==> src/rtl/wb_pkg.sv <==
// Shared definitions for the two-master Wishbone arbiter.
//   arb_state_e  : arbiter FSM states (idle, granted to m0, granted to m1)
//   WB_OPEN_BUS  : value returned to a master whose transfer the watchdog aborts
//   gnt_onehot() : one-hot grant vector for a given state
package wb_pkg;

  typedef enum logic [1:0] {
    ARB_IDLE = 2'd0,
    ARB_GNT0 = 2'd1,
    ARB_GNT1 = 2'd2
  } arb_state_e;

  // Wide enough for any practical data bus; users slice the low bits.
  localparam logic [127:0] WB_OPEN_BUS = '1;

  function automatic logic [1:0] gnt_onehot(input arb_state_e s);
    case (s)
      ARB_GNT0: gnt_onehot = 2'b01;
      ARB_GNT1: gnt_onehot = 2'b10;
      default:  gnt_onehot = 2'b00;
    endcase
  endfunction

endpackage

==> src/rtl/wb_watchdog.sv <==
// Grant watchdog: counts cycles a granted transfer waits without an ack and
// flags the cycle in which the wait limit is reached.
//   clk_i, rst_i : clock, async active-high reset
//   clear_i      : hold the timer at zero (arbiter not granting)
//   run_i        : a granted master is strobing this cycle
//   ack_i        : slave acknowledge this cycle
//   expire_o     : combinational pulse, the current cycle is the abort cycle
// TIMEOUT_CYCLES = 0 disables the watchdog; must be < 65536.
module wb_watchdog #(
  parameter int unsigned TIMEOUT_CYCLES = 255
) (
  input  logic clk_i,
  input  logic rst_i,
  input  logic clear_i,
  input  logic run_i,
  input  logic ack_i,
  output logic expire_o
);

  localparam bit          ENABLE = (TIMEOUT_CYCLES != 0);
  localparam logic [15:0] LIMIT  = 16'(TIMEOUT_CYCLES - 1);

  logic [15:0] timer_q, timer_d;

  // A real ack in the limit cycle wins, so expiry requires no ack.
  assign expire_o = ENABLE && run_i && !ack_i && (timer_q == LIMIT);

  always_comb begin
    timer_d = timer_q;
    if (clear_i) begin
      timer_d = '0;
    end else if (run_i && !ack_i) begin
      timer_d = timer_q + 16'd1;
    end
  end

  always_ff @(posedge clk_i or posedge rst_i) begin
    if (rst_i) begin
      timer_q <= '0;
    end else begin
      timer_q <= timer_d;
    end
  end

endmodule

==> src/rtl/wb_arbiter_2m.sv <==
// Two-master, one-slave Wishbone arbiter. Master 0 is the CPU bridge,
// master 1 the loader/debug port. One master is granted at a time and the
// grant is held until the slave acks, the master drops its strobe, or the
// watchdog aborts the transfer.
//   m0_*/m1_* : master ports (stb/we/adr/dat in, ack/dat out)
//   s_*       : slave port (stb/we/adr/dat out, ack/dat in)
//   gnt_o     : one-hot grant (00 idle, 01 m0, 10 m1), debug view of the FSM
//   timeout_o : one-cycle pulse on watchdog abort
//   timeout_cnt_o : saturating count of aborts
// Handshake: a master request is stb high; it is complete in the cycle its
// ack is high. Slave signals pass through combinationally while granted, so
// the only added latency is the one-cycle arbitration step in IDLE.
module wb_arbiter_2m
  import wb_pkg::*;
#(
  parameter int unsigned WB_DATA_WIDTH  = 8,
  parameter int unsigned WB_ADDR_WIDTH  = 16,
  parameter int unsigned TIMEOUT_CYCLES = 255,
  parameter int unsigned FIXED_PRIORITY = 0
) (
  input  logic                     clk_i,
  input  logic                     rst_i,
  input  logic                     m0_stb_i,
  input  logic                     m0_we_i,
  input  logic [WB_ADDR_WIDTH-1:0] m0_adr_i,
  input  logic [WB_DATA_WIDTH-1:0] m0_dat_i,
  output logic                     m0_ack_o,
  output logic [WB_DATA_WIDTH-1:0] m0_dat_o,
  input  logic                     m1_stb_i,
  input  logic                     m1_we_i,
  input  logic [WB_ADDR_WIDTH-1:0] m1_adr_i,
  input  logic [WB_DATA_WIDTH-1:0] m1_dat_i,
  output logic                     m1_ack_o,
  output logic [WB_DATA_WIDTH-1:0] m1_dat_o,
  output logic                     s_stb_o,
  output logic                     s_we_o,
  output logic [WB_ADDR_WIDTH-1:0] s_adr_o,
  output logic [WB_DATA_WIDTH-1:0] s_dat_o,
  input  logic                     s_ack_i,
  input  logic [WB_DATA_WIDTH-1:0] s_dat_i,
  output logic [1:0]               gnt_o,
  output logic                     timeout_o,
  output logic [7:0]               timeout_cnt_o
);

  localparam logic [WB_DATA_WIDTH-1:0] OPEN_BUS = WB_OPEN_BUS[WB_DATA_WIDTH-1:0];

  arb_state_e state_q, state_d;
  logic       last_q, last_d;          // index of the last master served
  logic [7:0] cnt_q, cnt_d;
  logic                     hold_we_q;
  logic [WB_ADDR_WIDTH-1:0] hold_adr_q;
  logic [WB_DATA_WIDTH-1:0] hold_dat_q;

  logic                     granted, sel1;
  logic                     sel_stb, sel_we;
  logic [WB_ADDR_WIDTH-1:0] sel_adr;
  logic [WB_DATA_WIDTH-1:0] sel_dat;
  logic                     rsp_ack;
  logic [WB_DATA_WIDTH-1:0] rsp_dat;
  logic                     expire;

  assign granted = (state_q == ARB_GNT0) || (state_q == ARB_GNT1);
  assign sel1    = (state_q == ARB_GNT1);
  assign sel_stb = sel1 ? m1_stb_i : m0_stb_i;
  assign sel_we  = sel1 ? m1_we_i  : m0_we_i;
  assign sel_adr = sel1 ? m1_adr_i : m0_adr_i;
  assign sel_dat = sel1 ? m1_dat_i : m0_dat_i;

  // The timer only runs while the granted master is actually strobing; a
  // stb drop is an abort and takes the FSM back to IDLE anyway.
  wb_watchdog #(
    .TIMEOUT_CYCLES(TIMEOUT_CYCLES)
  ) u_watchdog (
    .clk_i   (clk_i),
    .rst_i   (rst_i),
    .clear_i (!granted),
    .run_i   (granted && sel_stb),
    .ack_i   (s_ack_i),
    .expire_o(expire)
  );

  always_comb begin
    state_d   = state_q;
    last_d    = last_q;
    cnt_d     = cnt_q;
    s_stb_o   = 1'b0;
    s_we_o    = hold_we_q;
    s_adr_o   = hold_adr_q;
    s_dat_o   = hold_dat_q;
    rsp_ack   = 1'b0;
    rsp_dat   = '0;
    timeout_o = 1'b0;

    if (granted) begin
      s_stb_o = sel_stb && !expire;
      s_we_o  = sel_we;
      s_adr_o = sel_adr;
      s_dat_o = sel_dat;
      if (s_ack_i) begin
        // Completion, also when the master drops stb in the same cycle.
        rsp_ack = 1'b1;
        rsp_dat = s_dat_i;
        last_d  = sel1;
        state_d = ARB_IDLE;
      end else if (expire) begin
        rsp_ack   = 1'b1;
        rsp_dat   = OPEN_BUS;
        timeout_o = 1'b1;
        if (cnt_q != 8'hFF) cnt_d = cnt_q + 8'd1;
        last_d    = sel1;
        state_d   = ARB_IDLE;
      end else if (!sel_stb) begin
        // Master abandoned the transfer: no ack, fairness state untouched.
        state_d = ARB_IDLE;
      end
    end else begin
      if (m0_stb_i && m1_stb_i) begin
        // last_q = 1 means m1 was served last, so m0 wins the tie.
        state_d = ((FIXED_PRIORITY != 0) || last_q) ? ARB_GNT0 : ARB_GNT1;
      end else if (m0_stb_i) begin
        state_d = ARB_GNT0;
      end else if (m1_stb_i) begin
        state_d = ARB_GNT1;
      end
    end

    m0_ack_o = rsp_ack && !sel1;
    m0_dat_o = sel1 ? '0 : rsp_dat;
    m1_ack_o = rsp_ack && sel1;
    m1_dat_o = sel1 ? rsp_dat : '0;
  end

  always_ff @(posedge clk_i or posedge rst_i) begin
    if (rst_i) begin
      state_q    <= ARB_IDLE;
      last_q     <= 1'b1;
      cnt_q      <= '0;
      hold_we_q  <= 1'b0;
      hold_adr_q <= '0;
      hold_dat_q <= '0;
    end else begin
      state_q <= state_d;
      last_q  <= last_d;
      cnt_q   <= cnt_d;
      if (granted) begin
        hold_we_q  <= sel_we;
        hold_adr_q <= sel_adr;
        hold_dat_q <= sel_dat;
      end
    end
  end

  assign gnt_o         = gnt_onehot(state_q);
  assign timeout_cnt_o = cnt_q;

endmodule

==> config.mk <==
export PLATFORM = sky130hd
export DESIGN_NAME = wb_arbiter_2m
export DESIGN_NICKNAME = d
export VERILOG_FILES = /design/src/rtl/wb_pkg.sv /design/src/rtl/wb_watchdog.sv /design/src/rtl/wb_arbiter_2m.sv
export SDC_FILE = /design/constraint.sdc
export NUM_CORES = 1
export LEC_CHECK = 0
export CAP_MARGIN = 20
export CORE_MARGIN = 3
export CORE_UTILIZATION = 30
export CTS_BUF_LIST = sky130_fd_sc_hd__clkbuf_4 sky130_fd_sc_hd__clkbuf_8 sky130_fd_sc_hd__clkbuf_16
export DETAILED_ROUTE_END_ITERATION = 8
export PLACE_DENSITY_LB_ADDON = 0.15
export SKIP_CTS_REPAIR_TIMING = 1
export SYNTH_ARGS = -nofsm -noshare
export SYNTH_HDL_FRONTEND = slang
export SYNTH_SLANG_ARGS = --single-unit
==> constraint.sdc <==
create_clock -name clk_i -period 4.18 [get_ports clk_i]
set_input_delay 0.836 -clock clk_i [delete_from_list [all_inputs] [get_ports clk_i]]
set_output_delay 0.836 -clock clk_i [all_outputs]
set_load 0.05 [all_outputs]
### Yosys cells after proc, flatten, opt, wreduce, memory -nomap -nowiden

Index checks and enable logic that the tools add are counted.
Widths: inputs -> output; s select.

| storage, ports and cells | value |
|---|---|
| register bits | 52 |
| latch bits | 0 |
| memory bits (writable) | 0 |
| bits in read-only memories | 0 |
| word-level logic and storage cells | 63 |
| memories kept | 0 |

| cells by class | value |
|---|---|
| $add $sub $neg | 2 |
| multipliers | 0 |
| divide/modulo/power cells | 0 |
| order comparisons | 0 |
| equal/unequal tests | 6 |
| shift operators | 0 |
| muxes and demuxes | 31 |
| bitwise gates (word level) | 1 |
| reduce and logical (&&, ||, !) cells | 16 |

Operator list:

| cell | count |
|---|---|
| $mux 16 | 4 |
| $mux 8 | 7 |
| $add 16x1->16 const B | 1 |
| $eq 16x8->1 const B | 1 |
| $mux 2 | 8 |
| $mux 1 | 11 |
| $add 8x1->8 const B | 1 |
| $ne 8x8->1 const B | 1 |
| $logic_and 1x1->1 | 7 |
| $ne 4x3->1 const B | 1 |
| $pmux 2 s2 | 1 |
| $reduce_and 2->1 | 2 |
| $reduce_and 4->1 | 1 |
| $reduce_bool 4->1 | 1 |
| $logic_not 1->1 | 3 |
| $eq 2x1->1 const B | 1 |
| $eq 2x2->1 const B | 1 |
| $ne 2x1->1 const B | 1 |
| $reduce_bool 2->1 | 1 |
| $logic_or 1x1->1 | 1 |
| $not 1->1 | 1 |

### Logic depth before layout (Yosys ltp)

| depth | value |
|---|---|
| depth after elaboration | 9 |
| depth in mapped cells | 9 |
| depth with buffers taken out | 6 |

### Modules after synthesis

Synthesis repeated with hierarchy kept, for this count alone.

| unflattened totals | value |
|---|---|
| cell total of the unflattened synthesis | 284 |
| area, all modules | 2,822.7 um2 |

By module, submodules not included:

| module | instances | cells an instance | area an instance (um2) | seq. area each (um2) |
|---|---|---|---|---|
| wb_arbiter_2m | 1 | 195 | 1,884.3 | 902.1 |
| wb_watchdog | 1 | 89 | 938.4 | 400.4 |

### Least setup slack after synthesis

Ideal clock, no wire load.

| path | value |
|---|---|
| path kind | input-to-output |
| from | input port m1_stb_i |
| to | output port m0_dat_o[0] |
| arrival time | 3,141 ps |
| data required time | 3,344 ps |
| path slack | 203 ps |
| stages on the path | 5 |
| buffers on the path | 1 |
| cells stage by stage | mux2i_1 -> or3_1 -> o21a_1 -> buf_2 -> nor4_1 |

| on the way | value |
|---|---|
| cells in the longest elaborated chain, start to end | 8 |

RTL lines:

| element | RTL line | RTL |
|---|---|---|
| start, declared | wb_arbiter_2m.sv:29 | `input logic m1_stb_i,` |
| $mux 1 | wb_arbiter_2m.sv:65 | `assign sel_stb = sel1 ? m1_stb_i : m0_stb_i;` |
| $logic_and 1x1->1 | wb_arbiter_2m.sv:78 | `.run_i (granted && sel_stb),` |
| $logic_and 1x1->1 (2 in a row) | wb_watchdog.sv:26 | `assign expire_o = ENABLE && run_i && !ack_i && (timer_q == LIMIT);` |
| $mux 8 | wb_arbiter_2m.sv:106 | `end else if (expire) begin` |
| $mux 8 | wb_arbiter_2m.sv:100 | `if (s_ack_i) begin` |
| $mux 8 | wb_arbiter_2m.sv:95 | `if (granted) begin` |
| $mux 8 | wb_arbiter_2m.sv:129 | `m0_dat_o = sel1 ? '0 : rsp_dat;` |
| end, declared | wb_arbiter_2m.sv:28 | `output logic [WB_DATA_WIDTH-1:0] m0_dat_o,` |

Every way passes these cells.

### Worst setup path in the final report

| path | value |
|---|---|
| from | input port m1_stb_i |
| to | output port m0_ack_o |

| on the way | value |
|---|---|
| cells in the longest elaborated chain, start to end | 8 |

RTL lines:

| element | RTL line | RTL |
|---|---|---|
| $mux 1 | wb_arbiter_2m.sv:65 |  |
| $logic_and 1x1->1 | wb_arbiter_2m.sv:78 |  |
| $logic_and 1x1->1 (2 in a row) | wb_watchdog.sv:26 |  |
| $mux 1 | wb_arbiter_2m.sv:106 |  |
| $mux 1 | wb_arbiter_2m.sv:100 |  |
| $mux 1 | wb_arbiter_2m.sv:95 |  |
| $logic_and 1x1->1 | wb_arbiter_2m.sv:128 | `m0_ack_o = rsp_ack && !sel1;` |
| end, declared | wb_arbiter_2m.sv:27 | `output logic m0_ack_o,` |

Every way passes these cells.

==> results_dict.tcl <==
set metrics [dict create \
    status "finished, final reports clean" \
    antennaDiodeCount 0 \
    r2r_end "u_watchdog.timer_q[8]" \
    arrival_ps 3050 \
    path_depth 7 \
    dieArea_um2 10900 \
    yosysTopAreaCell "dfrtp_1" \
    worst_pin_slew_ps 734 \
    required_ps 3340 \
    crit_fanout 13 \
    htree_levels 2 \
    dpl.hpwl_um 5830 \
    synth_cell_types 38 \
    max_cap_violations 0 \
    whs_ps 496 \
    crit_end "m0_ack_o" \
    clkTransAtPathRegs_ps 100 \
    grtUsageMet2 0.228 \
    post-route-period-util 0.929 \
    cts_tree "yes" \
    cts_sinks 52 \
    finalHoldViolations 0 \
    final_cell_area_um2 4550 \
    synth_area_per_cell_um2 9.83 \
    grt_pass1_wl_um 13200 \
    cp_slowest_cell "clkdlybuf4s50_1" \
    track_usage 0.145 \
    syn_inst 296 \
    worstPathCellList "clkdlybuf4s50_1 -> mux2i_1 -> or3_1 -> o21a_1 -> buf_4 -> nor3_1 -> buf_12" \
    antenna_found_initial 0 \
    antenna_left 0 \
    drt_wl_total_um 7850 \
    grt_pass1_vias 2559 \
    final_max_slew_viol_count 0 \
    tns_ps 0 \
    yosys-top-cells-area "dfrtp_1 44%, mux2i_1 11%, o21ai_0 5.3%" \
    use_met3 0.0515 \
    synth_top_flop_cell "dfrtp_1" \
    grt.busiest_layer "met2" \
    final_nets 477 \
    syn-num-nets 365 \
    r2r_cells 7 \
    cp-start-kind "input port" \
    dp_slack_ps 332 \
    core_area_um2 9330 \
    area_growth_pct 56.4 \
    crit_path_end_kind "output pin" \
    detail_route.first_pass.iterations 4 \
    fmax_ghz 0.257 \
    via_per_inst 4.75 \
    syn_area_um2 2910 \
    clk_path_buf_depth 2 \
    ir_worst_vdd_mv 0.572 \
    post-route-min-period_ps 3880 \
    rsz0062_at_grt "no" \
    grt.met1_usage 0.193 \
    cts_buffers 5 \
    min_path_type "reg -> reg" \
    p_per_area_nw_per_um2 807 \
    worst_skew_pair.late_latency_ps 310 \
    die_y_um 104 \
    rows 35 \
    final_common_cell "clkdlybuf4s50_1" \
    ys.warnings.count 0 \
    portBuffers 117 \
    setup_ws_ps 296 \
    critPathMaxStageDelay_ps 550 \
    crit_family "buffers and inverters" \
    grt-ovfl-total 0 \
    yosysTopAreaCellShare 0.439 \
    mostFrequentLayoutCells "97 x clkdlybuf4s50_1, 51 x dfrtp_1, 35 x nand2_1" \
    yosysSeqAreaShare 0.448 \
    clock_skew_ps 13.4 \
    root_buffer "clkbuf_8" \
    rrSetupSlack_ps 1620 \
    crit_path_start "m1_stb_i" \
    drive_gt1_frac 0.149 \
    synth_edf_count 0 \
    finalSetupViolCount 0 \
    grt_max_degree 50 \
    via_count 2558 \
    finalWeightedCongestion 0.795 \
    wl_per_cell_um 14.6 \
    async_reset_ff_frac 1.00 \
    p_leak_nw 1.82 \
    die_w_um 104 \
    ys_seq_elements 52 \
    worst_hold_startpoint "timeout_cnt_o[7]" \
    io_pins 118 \
    max_slew_margin 0.507 \
    cp.buffers_inverters 3 \
    rr_startpoint "state_q[0]" \
    start_util 0.312 \
    remaining_drc_errors 0 \
    crit_type "in -> out" \
    drt_iter0_drc 84 \
    placed_area_um2 4430 \
]
[routing by layer]
layer	up-vias	routed length [µm]
met4	0	51
li1	1271	-
met3	4	536
met5	-	0
met1	1208	3600
met2	75	3670
[cell type report]
type	count	area, µm²
Tap cell	129	161
Clock buffer	7	96.3
Inverter	10	37.5
Timing Repair Buffer	125	1440
Multi-Input combinational cell	214	1480
Clock inverter	1	30.0
Fill cell	855	4780
Sequential cell	52	1300
[stage by stage]
| step | utilization | std cells | power, mW |
|---|---|---|---|
| 3_5_place_dp | 0.474 | 530 | 3.32 |
| 2_1_floorplan | - | 296 | 2.41 |
| 3_3_place_gp | 0.472 | 529 | 3.30 |
| 6_report | 0.488 | 538 | 3.67 |
| 5_1_grt | 0.488 | 538 | 3.88 |
| 4_1_cts | 0.488 | 538 | 3.72 |
[where the power goes]
group          total [mW]  internal, mW  switching, mW
logic                2.58         0.870           1.71
registers           0.713         0.658         0.0554
clock network       0.381         0.212          0.170
[Yosys cell counts, types with 2 or more instances]
master,count
dfrtp_1,51
nand2_1,35
mux2i_1,32
o21ai_0,31
nor2_1,15
clkbuf_1,13
inv_1,10
nand3_1,9
nor3_2,9
nor4_1,9
nand2b_1,7
xor2_1,7
ha_1,6
nand4_1,6
and4_1,5
mux2_2,5
nor3_1,5
nor4_2,5
or3_1,5
a21oi_1,4
buf_1,3
o211ai_1,3
buf_2,2
buf_6,2
nor2b_1,2
nor4b_2,2
o221ai_1,2
[state kept, by name (all words and copies together) (netlist names)]
signal              flops
state_q                 2
hold_dat_q              8
timeout_cnt_o           8
hold_we_q               1
hold_adr_q             16
u_watchdog.timer_q     16
last_q                  1
[how the worst min path moves through the flow]
stage                                   endpoint  slack [ps]  depth (start not counted)
after floorplan           u_watchdog.timer_q[15]         450                          1
after global placement          timeout_cnt_o[5]         470                          1
after detailed placement        timeout_cnt_o[7]         480                          1
after CTS                       timeout_cnt_o[5]         500                          1
after global routing            timeout_cnt_o[7]         520                          1
final                           timeout_cnt_o[7]         500                          1
[worst reg2reg max path, delay by kind of cell, from the launching register on]
family | cells | cell delay, ps
flops | 1 | 400
simple gates | 3 | 1250
fa+ha+maj | 1 | 300
buf+inv | 2 | 380
compound gates | 1 | 150
[kinds of logic after synthesis]
group                    count (synthesis)  share of synthesized area
AO/OA/AOI/OAI                           45                     0.0886
XOR/XNOR                                 8                     0.0241
adder cells (fa/ha/maj)                  6                     0.0258
buffers and inverters                   30                     0.0447
flip-flops                              52                      0.448
multiplexers                            37                      0.129
AND/OR/NAND/NOR                        118                      0.240
No activity file was read; power rests on OpenSTA's default activity.
